<file path="config.mk">
export PLATFORM = sky130hd
export DESIGN_NAME = dense_layer_sequencer_flat
export DESIGN_NICKNAME = d
export VERILOG_FILES = /design/src/rtl/dense_layer_sequencer_if.sv /design/src/rtl/dense_layer_sequencer.sv /design/src/flat_wrapper.sv
export SDC_FILE = /design/constraint.sdc
export NUM_CORES = 2
export LEC_CHECK = 0
export CAP_MARGIN = 5
export CORE_ASPECT_RATIO = 1.75
export CORE_MARGIN = 2
export CORE_UTILIZATION = 45
export DETAILED_ROUTE_END_ITERATION = 10
export GPL_ROUTABILITY_DRIVEN = 1
export PLACE_DENSITY = 0.74
export SETUP_SLACK_MARGIN = 0.15
export SLEW_MARGIN = 40
export SYNTH_ARGS = -nofsm -noshare
export SYNTH_HDL_FRONTEND = slang
export SYNTH_SLANG_ARGS = --single-unit
</file>
<file path="constraint.sdc">
create_clock -name clock -period 4.71 [get_ports clock]
set_clock_uncertainty 0.05 [all_clocks]
set_input_delay 1.413 -clock clock [delete_from_list [all_inputs] [get_ports clock]]
set_output_delay 1.413 -clock clock [all_outputs]
set_load 0.05 [all_outputs]
</file>
<file path="src/rtl/dense_layer_sequencer_if.sv">
// Handshake and configuration bundle between the layer sequencer and the dense core.
// The master side is the sequencer; the slave side is the core.
interface dense_layer_sequencer_if #(
   parameter int DW = 32
);
   logic          start_dat;
   logic          start_vld;
   logic          start_rdy;
   logic          done_dat;
   logic          done_vld;
   logic          done_rdy;
   logic [DW-1:0] use_relu;
   logic [DW-1:0] feature_addr;
   logic [DW-1:0] weight_addr;
   logic [DW-1:0] output_addr;
   logic [DW-1:0] in_vector_length;
   logic [DW-1:0] out_vector_length;

   modport master (
      output start_dat, start_vld, done_rdy,
      output use_relu, feature_addr, weight_addr, output_addr,
      output in_vector_length, out_vector_length,
      input  start_rdy, done_dat, done_vld
   );

   modport slave (
      input  start_dat, start_vld, done_rdy,
      input  use_relu, feature_addr, weight_addr, output_addr,
      input  in_vector_length, out_vector_length,
      output start_rdy, done_dat, done_vld
   );
endinterface

</file>
<file path="src/rtl/dense_layer_sequencer.sv">
// Walks a descriptor table layer by layer, programming the dense core and chaining
// each layer's output into the next layer's input through two ping-pong scratch buffers.
module dense_layer_sequencer #(
   parameter int MAX_LAYERS = 8,
   parameter int LAYER_AW   = 3,
   parameter int DW         = 32
) (
   input  logic                clock,
   input  logic                reset,
   input  logic                cfg_we,
   input  logic [LAYER_AW+1:0] cfg_addr,
   input  logic [DW-1:0]       cfg_wdata,
   input  logic                run_start,
   input  logic                abort,
   input  logic [LAYER_AW:0]   num_layers,
   input  logic [DW-1:0]       input_addr,
   input  logic [DW-1:0]       final_output_addr,
   input  logic [DW-1:0]       scratch_addr_a,
   input  logic [DW-1:0]       scratch_addr_b,
   output logic                busy,
   output logic                run_done,
   output logic                run_err,
   output logic                aborted,
   output logic [LAYER_AW:0]   current_layer,
   output logic [DW-1:0]       run_cycles,
   dense_layer_sequencer_if.master core
);
   localparam logic [LAYER_AW:0] MAX_L = (LAYER_AW+1)'(MAX_LAYERS);

   typedef enum logic [2:0] {IDLE, LOAD, ISSUE, WAIT_DONE, NEXT, FINISH} state_t;
   state_t state, nxt;

   logic [DW-1:0]       desc [MAX_LAYERS][4];
   logic [LAYER_AW:0]   nl_q;
   logic [DW-1:0]       in_q, fin_q, sa_q, sb_q;
   logic                pend;
   logic [DW-1:0]       cfg_relu, cfg_feat, cfg_wt, cfg_out, cfg_inl, cfg_outl;
   logic [LAYER_AW:0]   layer_inc;
   logic [LAYER_AW-1:0] cur_idx;
   logic                last, skip, unused_done_dat;

   assign layer_inc       = current_layer + 1'b1;
   assign cur_idx         = current_layer[LAYER_AW-1:0];
   assign last            = (layer_inc == nl_q);
   assign skip            = (nl_q == '0) || run_err;
   assign unused_done_dat = core.done_dat;

   assign busy     = (state == LOAD) || (state == ISSUE) || (state == WAIT_DONE) || (state == NEXT);
   assign run_done = (state == FINISH);

   assign core.start_dat         = 1'b1;
   assign core.start_vld         = (state == ISSUE);
   assign core.done_rdy          = (state == WAIT_DONE);
   assign core.use_relu          = cfg_relu;
   assign core.feature_addr      = cfg_feat;
   assign core.weight_addr       = cfg_wt;
   assign core.output_addr       = cfg_out;
   assign core.in_vector_length  = cfg_inl;
   assign core.out_vector_length = cfg_outl;

   always_ff @(posedge clock) begin
      if (reset) state <= IDLE;
      else       state <= nxt;
   end

   // Empty and oversized runs pass through NEXT without touching the core, so
   // their completion pulse lands two cycles after run_start like a layer tail.
   always_comb begin
      nxt = state;
      unique case (state)
         IDLE:      if (run_start) nxt = (num_layers == '0 || num_layers > MAX_L) ? NEXT : LOAD;
         LOAD:      nxt = abort ? FINISH : ISSUE;
         ISSUE:     if (core.start_rdy) nxt = WAIT_DONE;
                    else if (abort)     nxt = FINISH;
         WAIT_DONE: if (core.done_vld)  nxt = NEXT;
         NEXT:      nxt = (skip || pend || abort || last) ? FINISH : LOAD;
         FINISH:    nxt = IDLE;
         default:   nxt = IDLE;
      endcase
   end

   // Table is deliberately left out of reset so descriptors survive a run reset.
   always_ff @(posedge clock) begin
      if (state == IDLE && cfg_we)
         desc[cfg_addr[LAYER_AW+1:2]][cfg_addr[1:0]] <= cfg_wdata;
   end

   always_ff @(posedge clock) begin
      if (reset) begin
         nl_q          <= '0;
         in_q          <= '0;
         fin_q         <= '0;
         sa_q          <= '0;
         sb_q          <= '0;
         pend          <= 1'b0;
         run_err       <= 1'b0;
         aborted       <= 1'b0;
         current_layer <= '0;
         run_cycles    <= '0;
         cfg_relu      <= '0;
         cfg_feat      <= '0;
         cfg_wt        <= '0;
         cfg_out       <= '0;
         cfg_inl       <= '0;
         cfg_outl      <= '0;
      end else begin
         if (busy && run_cycles != '1) run_cycles <= run_cycles + 1'b1;
         unique case (state)
            IDLE: if (run_start) begin
               nl_q          <= num_layers;
               in_q          <= input_addr;
               fin_q         <= final_output_addr;
               sa_q          <= scratch_addr_a;
               sb_q          <= scratch_addr_b;
               run_err       <= (num_layers > MAX_L);
               aborted       <= 1'b0;
               pend          <= 1'b0;
               current_layer <= '0;
               run_cycles    <= '0;
            end
            LOAD: begin
               cfg_relu <= desc[cur_idx][0];
               cfg_wt   <= desc[cur_idx][1];
               cfg_inl  <= desc[cur_idx][2];
               cfg_outl <= desc[cur_idx][3];
               cfg_feat <= (current_layer == '0) ? in_q : cfg_out;
               cfg_out  <= last ? fin_q : (current_layer[0] ? sb_q : sa_q);
               if (abort) aborted <= 1'b1;
            end
            // A start handshake that coincides with abort still hands the layer to the core.
            ISSUE: if (abort) begin
               if (core.start_rdy) pend    <= 1'b1;
               else                aborted <= 1'b1;
            end
            WAIT_DONE: if (abort) pend <= 1'b1;
            NEXT: if (!skip) begin
               current_layer <= layer_inc;
               if (pend || abort) aborted <= 1'b1;
            end
            default: ;
         endcase
      end
   end
endmodule
</file>
<file path="src/flat_wrapper.sv">
// flat-port wrapper written by rule: the top's interface ports become plain ports
module dense_layer_sequencer_flat 
#(
   parameter int MAX_LAYERS = 8,
   parameter int LAYER_AW   = 3,
   parameter int DW         = 32
)
  (clock, reset, cfg_we, cfg_addr, cfg_wdata, run_start, abort, num_layers, input_addr, final_output_addr, scratch_addr_a, scratch_addr_b, busy, run_done, run_err, aborted, current_layer, run_cycles, core_start_dat, core_start_vld, core_done_rdy, core_use_relu, core_feature_addr, core_weight_addr, core_output_addr, core_in_vector_length, core_out_vector_length, core_start_rdy, core_done_dat, core_done_vld);
  dense_layer_sequencer_if #(.DW(DW)) core_i ();
  input  logic clock;
  input  logic reset;
  input  logic cfg_we;
  input  logic [LAYER_AW+1:0] cfg_addr;
  input  logic [DW-1:0] cfg_wdata;
  input  logic run_start;
  input  logic abort;
  input  logic [LAYER_AW:0] num_layers;
  input  logic [DW-1:0] input_addr;
  input  logic [DW-1:0] final_output_addr;
  input  logic [DW-1:0] scratch_addr_a;
  input  logic [DW-1:0] scratch_addr_b;
  output logic busy;
  output logic run_done;
  output logic run_err;
  output logic aborted;
  output logic [LAYER_AW:0] current_layer;
  output logic [DW-1:0] run_cycles;
  output wire logic [$bits(core_i.start_dat)-1:0] core_start_dat;
  output wire logic [$bits(core_i.start_vld)-1:0] core_start_vld;
  output wire logic [$bits(core_i.done_rdy)-1:0] core_done_rdy;
  output wire logic [$bits(core_i.use_relu)-1:0] core_use_relu;
  output wire logic [$bits(core_i.feature_addr)-1:0] core_feature_addr;
  output wire logic [$bits(core_i.weight_addr)-1:0] core_weight_addr;
  output wire logic [$bits(core_i.output_addr)-1:0] core_output_addr;
  output wire logic [$bits(core_i.in_vector_length)-1:0] core_in_vector_length;
  output wire logic [$bits(core_i.out_vector_length)-1:0] core_out_vector_length;
  input wire logic [$bits(core_i.start_rdy)-1:0] core_start_rdy;
  input wire logic [$bits(core_i.done_dat)-1:0] core_done_dat;
  input wire logic [$bits(core_i.done_vld)-1:0] core_done_vld;
  assign core_start_dat = core_i.start_dat;
  assign core_start_vld = core_i.start_vld;
  assign core_done_rdy = core_i.done_rdy;
  assign core_use_relu = core_i.use_relu;
  assign core_feature_addr = core_i.feature_addr;
  assign core_weight_addr = core_i.weight_addr;
  assign core_output_addr = core_i.output_addr;
  assign core_in_vector_length = core_i.in_vector_length;
  assign core_out_vector_length = core_i.out_vector_length;
  assign core_i.start_rdy = core_start_rdy;
  assign core_i.done_dat = core_done_dat;
  assign core_i.done_vld = core_done_vld;
  dense_layer_sequencer #(.MAX_LAYERS(MAX_LAYERS), .LAYER_AW(LAYER_AW), .DW(DW)) u_core (.clock(clock), .reset(reset), .cfg_we(cfg_we), .cfg_addr(cfg_addr), .cfg_wdata(cfg_wdata), .run_start(run_start), .abort(abort), .num_layers(num_layers), .input_addr(input_addr), .final_output_addr(final_output_addr), .scratch_addr_a(scratch_addr_a), .scratch_addr_b(scratch_addr_b), .busy(busy), .run_done(run_done), .run_err(run_err), .aborted(aborted), .current_layer(current_layer), .run_cycles(run_cycles), .core(core_i));
endmodule
</file>
==> impl.org <==
** Outcome
- The run finished with clean final reports.

** Setup path
- The signal on the critical path passes through buf_4 > nor2_1 > xor2_2 > inv_1 > clkdlybuf4s50_1.
- At the worst endpoint, the required time is 3.25 ns.
- In this design, the stage delay of the slowest critical-path cell is 0.86 ns.
- The worst setup path is launched from a flip-flop.
- Type of the setup path with the least slack :: reg -> out
- Data arrives at the worst endpoint at 2.72 ns.
- CP endpoint kind :: output pin
- Cell at the slowest stage of the critical path :: sky130_fd_sc_hd__clkdlybuf4s50_1
- Largest fanout of any net on the critical path :: 17

** Clocking
- Clock transition at the registers of the reported paths :: approximately 0.070 ns
- CTS tree :: yes
- Clock tree synthesis inserted a total of approximately 120 buffers.
- Maximum level of the CTS H-tree :: 3
- Cells resized by post-CTS repair :: 0
- Clock Tree Root :: sky130_fd_sc_hd__clkbuf_16
- The later pin in the worst-skew pair is clocked with a latency of roughly 0.74 ns.
- Clock buffer depth :: 3
- Sink Count :: about 1,400
- Hold-fix buffer count after cts :: 0
- Number of buffers inserted to repair setup after CTS :: 0

** Timing
- Transition time of the tightest slew-check pin :: around 0.84 ns
- Unrepaired setup endpoints after global routing :: false
- Timing-limited maximum frequency :: around 240 MHz
- Adding up every negative setup slack in the final design gives 0 ns.
- Headroom to the max-slew limit came out at about 44%.
- The final number of max-transition violations is 0.
- The number of endpoints with negative hold slack in the final report came to 0.
- Post-layout min period :: approximately 4.2 ns
- Setup violations, final :: 0
- In the finished design, the share of the clock period the worst path needs comes to between 80% and 90%.

** Floorplan
- Starting density of the core :: between 40 and 50%
- Number of top-level pins :: between 400 and 500
- Row generation in the floorplan step produced approximately 170 rows.
- Measured along the x axis, the die boundary spans 263 µm.
- Area of the die :: 120,000 µm²
- The die is approximately 460 µm tall.
- The region available for standard cell placement spans 117,000 µm².

** Global route
- Overflow after GRT :: 0
- The first global-routing pass estimated 195,000 µm of wire.
- Antenna violations before repair :: 8
- For this run, the total global-route usage over all layers was measured as a little over a fifth.
- Maximum number of pins on one net before global-route repair :: ~140
- The number of global-route vias before repair was between 30,000 and 40,000.

** Min path
- In this run the worst hold path is classified as reg -> reg.

** Finish
- Number of inserted filler cells in the final layout :: 9,053
- In the final design database the tool counted 3,913 nets.
- Layout cells sized above 1 :: 16.2%
- Compared with the post-synthesis result, the final layout area differs by 19.4%.

** Placed design
- Routability congestion estimate :: around 0.83
- IO Port Bufs :: 409
- Final HPWL from detailed placement :: approximately 76,000 µm

** Yosys
- Unique cell type count in the Yosys netlist :: 56
- Post-synthesis cell area :: ~53,000 µm²
- The average instance in the mapped netlist occupies between 15 and 20 µm².
- Fraction of the yosys area taken by sequential cells :: around 72%
- The synthesized design contains 1,024 enable-type register cells.
- In the synthesized netlist the dominant register cell turns out to be sky130_fd_sc_hd__edfxtp_1.
- Area leader, netlist :: sky130_fd_sc_hd__edfxtp_1
- Asr flop ratio synth :: 0%
- Counting flops and latches in the post-synthesis netlist gives between 1,000 and 1,500.
- Synthesized netlist cell count :: ~3,300
- During synthesis, Yosys emitted a total of 0 warnings.
- The share of synthesized area in the top cell type comes to between 50% and 60%.
- Counting every net in the synthesized netlist gives 3,528.
- Top cells by area in the synthesized netlist :: sky130_fd_sc_hd__edfxtp_1, sky130_fd_sc_hd__dfxtp_1, sky130_fd_sc_hd__mux4_2

** Routing
- In this run, the number of DRC markers left after iteration 0 of detailed routing was 2,992.
- Residual antenna-violating net count after detailed routing :: 0
- The final route contains 30,900 vias.
- The first detailed-routing pass ran for 5 iterations.
- In the routed layout, each cell is associated on average with a via count of 5.78.
- In the routed design, unresolved DRC markers number 0.
- After detailed routing, the average wire length per cell comes to 24.5 µm.
- The routed design has ~130,000 µm of wire.

** Pwr
- Power spread over the standard cell area amounts to between 400 and 500 nW/µm².
- The design draws roughly 0.03 W.
- In this run the static leakage power is ~20 nW.
- IR analysis of the VDD net gives a maximum drop of between 0.4 and 0.5 mV.

** Job
- Total of max-cap violations :: 0
==> critical path: cells and delay by family (launching register included) <==
| family | cells | cell delay [ns] |
|---|---|---|
| flops | 1 | 0.30 |
| xor+xnor | 1 | 0.17 |
| buf+inv | 3 | 1.15 |
| simple gates | 1 | 0.36 |
==> kinds of logic after synthesis <==
logic type	count (synthesis)	share of synthesized area, %
compound gates	376	4.91
other cells	1	0.00710
xor+xnor	9	0.149
simple gates	998	8.55
buf+inv	247	2.00
fa+ha+maj	3	0.0711
flops	1390	72.1
mux	324	12.2
==> flip-flops by register name, indices dropped and copies added, names as in the netlist, 4 cells and up <==
register                       flops
u_core.core.out_vector_length     32
u_core.in_q                       32
u_core.sa_q                       32
u_core.nl_q                        4
u_core.run_cycles                 32
u_core.core.feature_addr          32
u_core.core.use_relu              32
u_core.core.output_addr           32
u_core.desc                     1024
u_core.sb_q                       32
u_core.core.in_vector_length      32
u_core.current_layer               4
u_core.fin_q                      32
u_core.core.weight_addr           32
==> area by class of cell <==
class / count / area, µm² / share of cell area (%)
clock buffer: 144 / 3120 / 4.95
tap: 1512 / 1890 / 3.00
multi-input combinational: 1711 / 14000 / 22.1
clock inverter: 76 / 991 / 1.57
inverter: 8 / 32.5 / 0.0516
timing repair buffer: 507 / 4960 / 7.87
sequential: 1390 / 38100 / 60.4
antenna: 2 / 5.00 / 0.00794
==> power breakdown <==
group	switching [W]	internal, W	leakage [nW]
logic	0.00333	0.00166	5.73
registers	0.000437	0.0138	12.2
clock network	0.00448	0.00580	1.97
total	0.00825	0.0212	19.9
==> metal layers <==
| metal | GRT usage, % | share of wire [%] | vias up |
|---|---|---|---|
| li1 | - | - | 13700 |
| met1 | 26.2 | 38 | 15800 |
| met2 | 37.6 | 51 | 1229 |
| met3 | 4.22 | 7.3 | 214 |
| met4 | 9.13 | 3.8 | 10 |
| met5 | 0 | 0.049 | - |
==> path summary, 6_finish.rpt <==
| kind | start | to | slack (ns) | cells after the start |
|---|---|---|---|---|
| worst min-delay path | u_core.sa_q[22]$_SDFFE_PP0P_ | u_core.sa_q[22]$_SDFFE_PP0P_ | 0.40 | 2 |
| worst min register to register | u_core.sa_q[22]$_SDFFE_PP0P_ | u_core.sa_q[22]$_SDFFE_PP0P_ | 0.40 | 2 |
| worst max-delay path | u_core.state[0]$_SDFFE_PP0P_ | busy | 0.52 | 5 |
| worst max register to register | u_core.current_layer[0]$_SDFFE_PP0P_ | u_core.state[2]$_SDFFE_PP0P_ | 1.52 | 8 |
==> through the flow <==
stage	hold WS (ns)	util, %	instances	setup WS (ns)	cell area (µm²)
floorplan	0.386	-	3348	0.910	52800
global placement	0.391	50.4	5124	0.872	58900
detailed placement	0.396	50.4	5126	0.916	58900
CTS	0.405	54.0	5346	0.429	63000
global route	0.417	54.0	5349	0.389	63100
finish	0.405	54.0	5350	0.522	63100
==> cells in the final DEF, fill, tap and decap left out, types with 5 or more instances in the layout <==
cell type                            n
sky130_fd_sc_hd__and3_1              7
sky130_fd_sc_hd__buf_12              9
sky130_fd_sc_hd__a21oi_2             9
sky130_fd_sc_hd__a311oi_1          128
sky130_fd_sc_hd__clkdlybuf4s50_1   401
sky130_fd_sc_hd__inv_6               6
sky130_fd_sc_hd__clkinvlp_4         13
sky130_fd_sc_hd__a211oi_1           32
sky130_fd_sc_hd__buf_6               6
sky130_fd_sc_hd__clkbuf_1           17
sky130_fd_sc_hd__clkinv_2           14
sky130_fd_sc_hd__clkbuf_16         116
sky130_fd_sc_hd__nand4b_1           33
sky130_fd_sc_hd__buf_4              81
sky130_fd_sc_hd__nand2_1           546
sky130_fd_sc_hd__nand3_1            53
sky130_fd_sc_hd__o31ai_1            16
sky130_fd_sc_hd__bufinv_16          19
sky130_fd_sc_hd__inv_1               7
sky130_fd_sc_hd__o21ai_0             9
sky130_fd_sc_hd__clkinv_1           12
sky130_fd_sc_hd__a21oi_1           160
sky130_fd_sc_hd__dfxtp_1           363
sky130_fd_sc_hd__nand3b_1           38
sky130_fd_sc_hd__buf_2               7
sky130_fd_sc_hd__clkbuf_8           11
sky130_fd_sc_hd__nor2_1            177
sky130_fd_sc_hd__xnor2_1             5
sky130_fd_sc_hd__nand2b_1            5
sky130_fd_sc_hd__edfxtp_1         1024
sky130_fd_sc_hd__or4_1              50
sky130_fd_sc_hd__mux4_2            256
sky130_fd_sc_hd__mux2i_1            68
sky130_fd_sc_hd__or3_1              13
sky130_fd_sc_hd__nand4_1            12
sky130_fd_sc_hd__o21a_1              5
sky130_fd_sc_hd__nor2_4             33
==> synth_stat cells, types with 12 or more instances <==
library cell / instances
sky130_fd_sc_hd__a211oi_1: 32
sky130_fd_sc_hd__a21oi_1: 160
sky130_fd_sc_hd__a311oi_1: 128
sky130_fd_sc_hd__buf_1: 21
sky130_fd_sc_hd__buf_2: 55
sky130_fd_sc_hd__clkbuf_1: 152
sky130_fd_sc_hd__dfxtp_1: 366
sky130_fd_sc_hd__edfxtp_1: 1024
sky130_fd_sc_hd__mux2i_1: 68
sky130_fd_sc_hd__mux4_2: 256
sky130_fd_sc_hd__nand2_1: 547
sky130_fd_sc_hd__nand3_1: 53
sky130_fd_sc_hd__nand3b_1: 38
sky130_fd_sc_hd__nand4_1: 12
sky130_fd_sc_hd__nand4b_1: 33
sky130_fd_sc_hd__nor2_1: 210
sky130_fd_sc_hd__o31ai_1: 16
sky130_fd_sc_hd__or3_1: 13
sky130_fd_sc_hd__or4_1: 50
No activity file was read; power rests on OpenSTA's default activity.
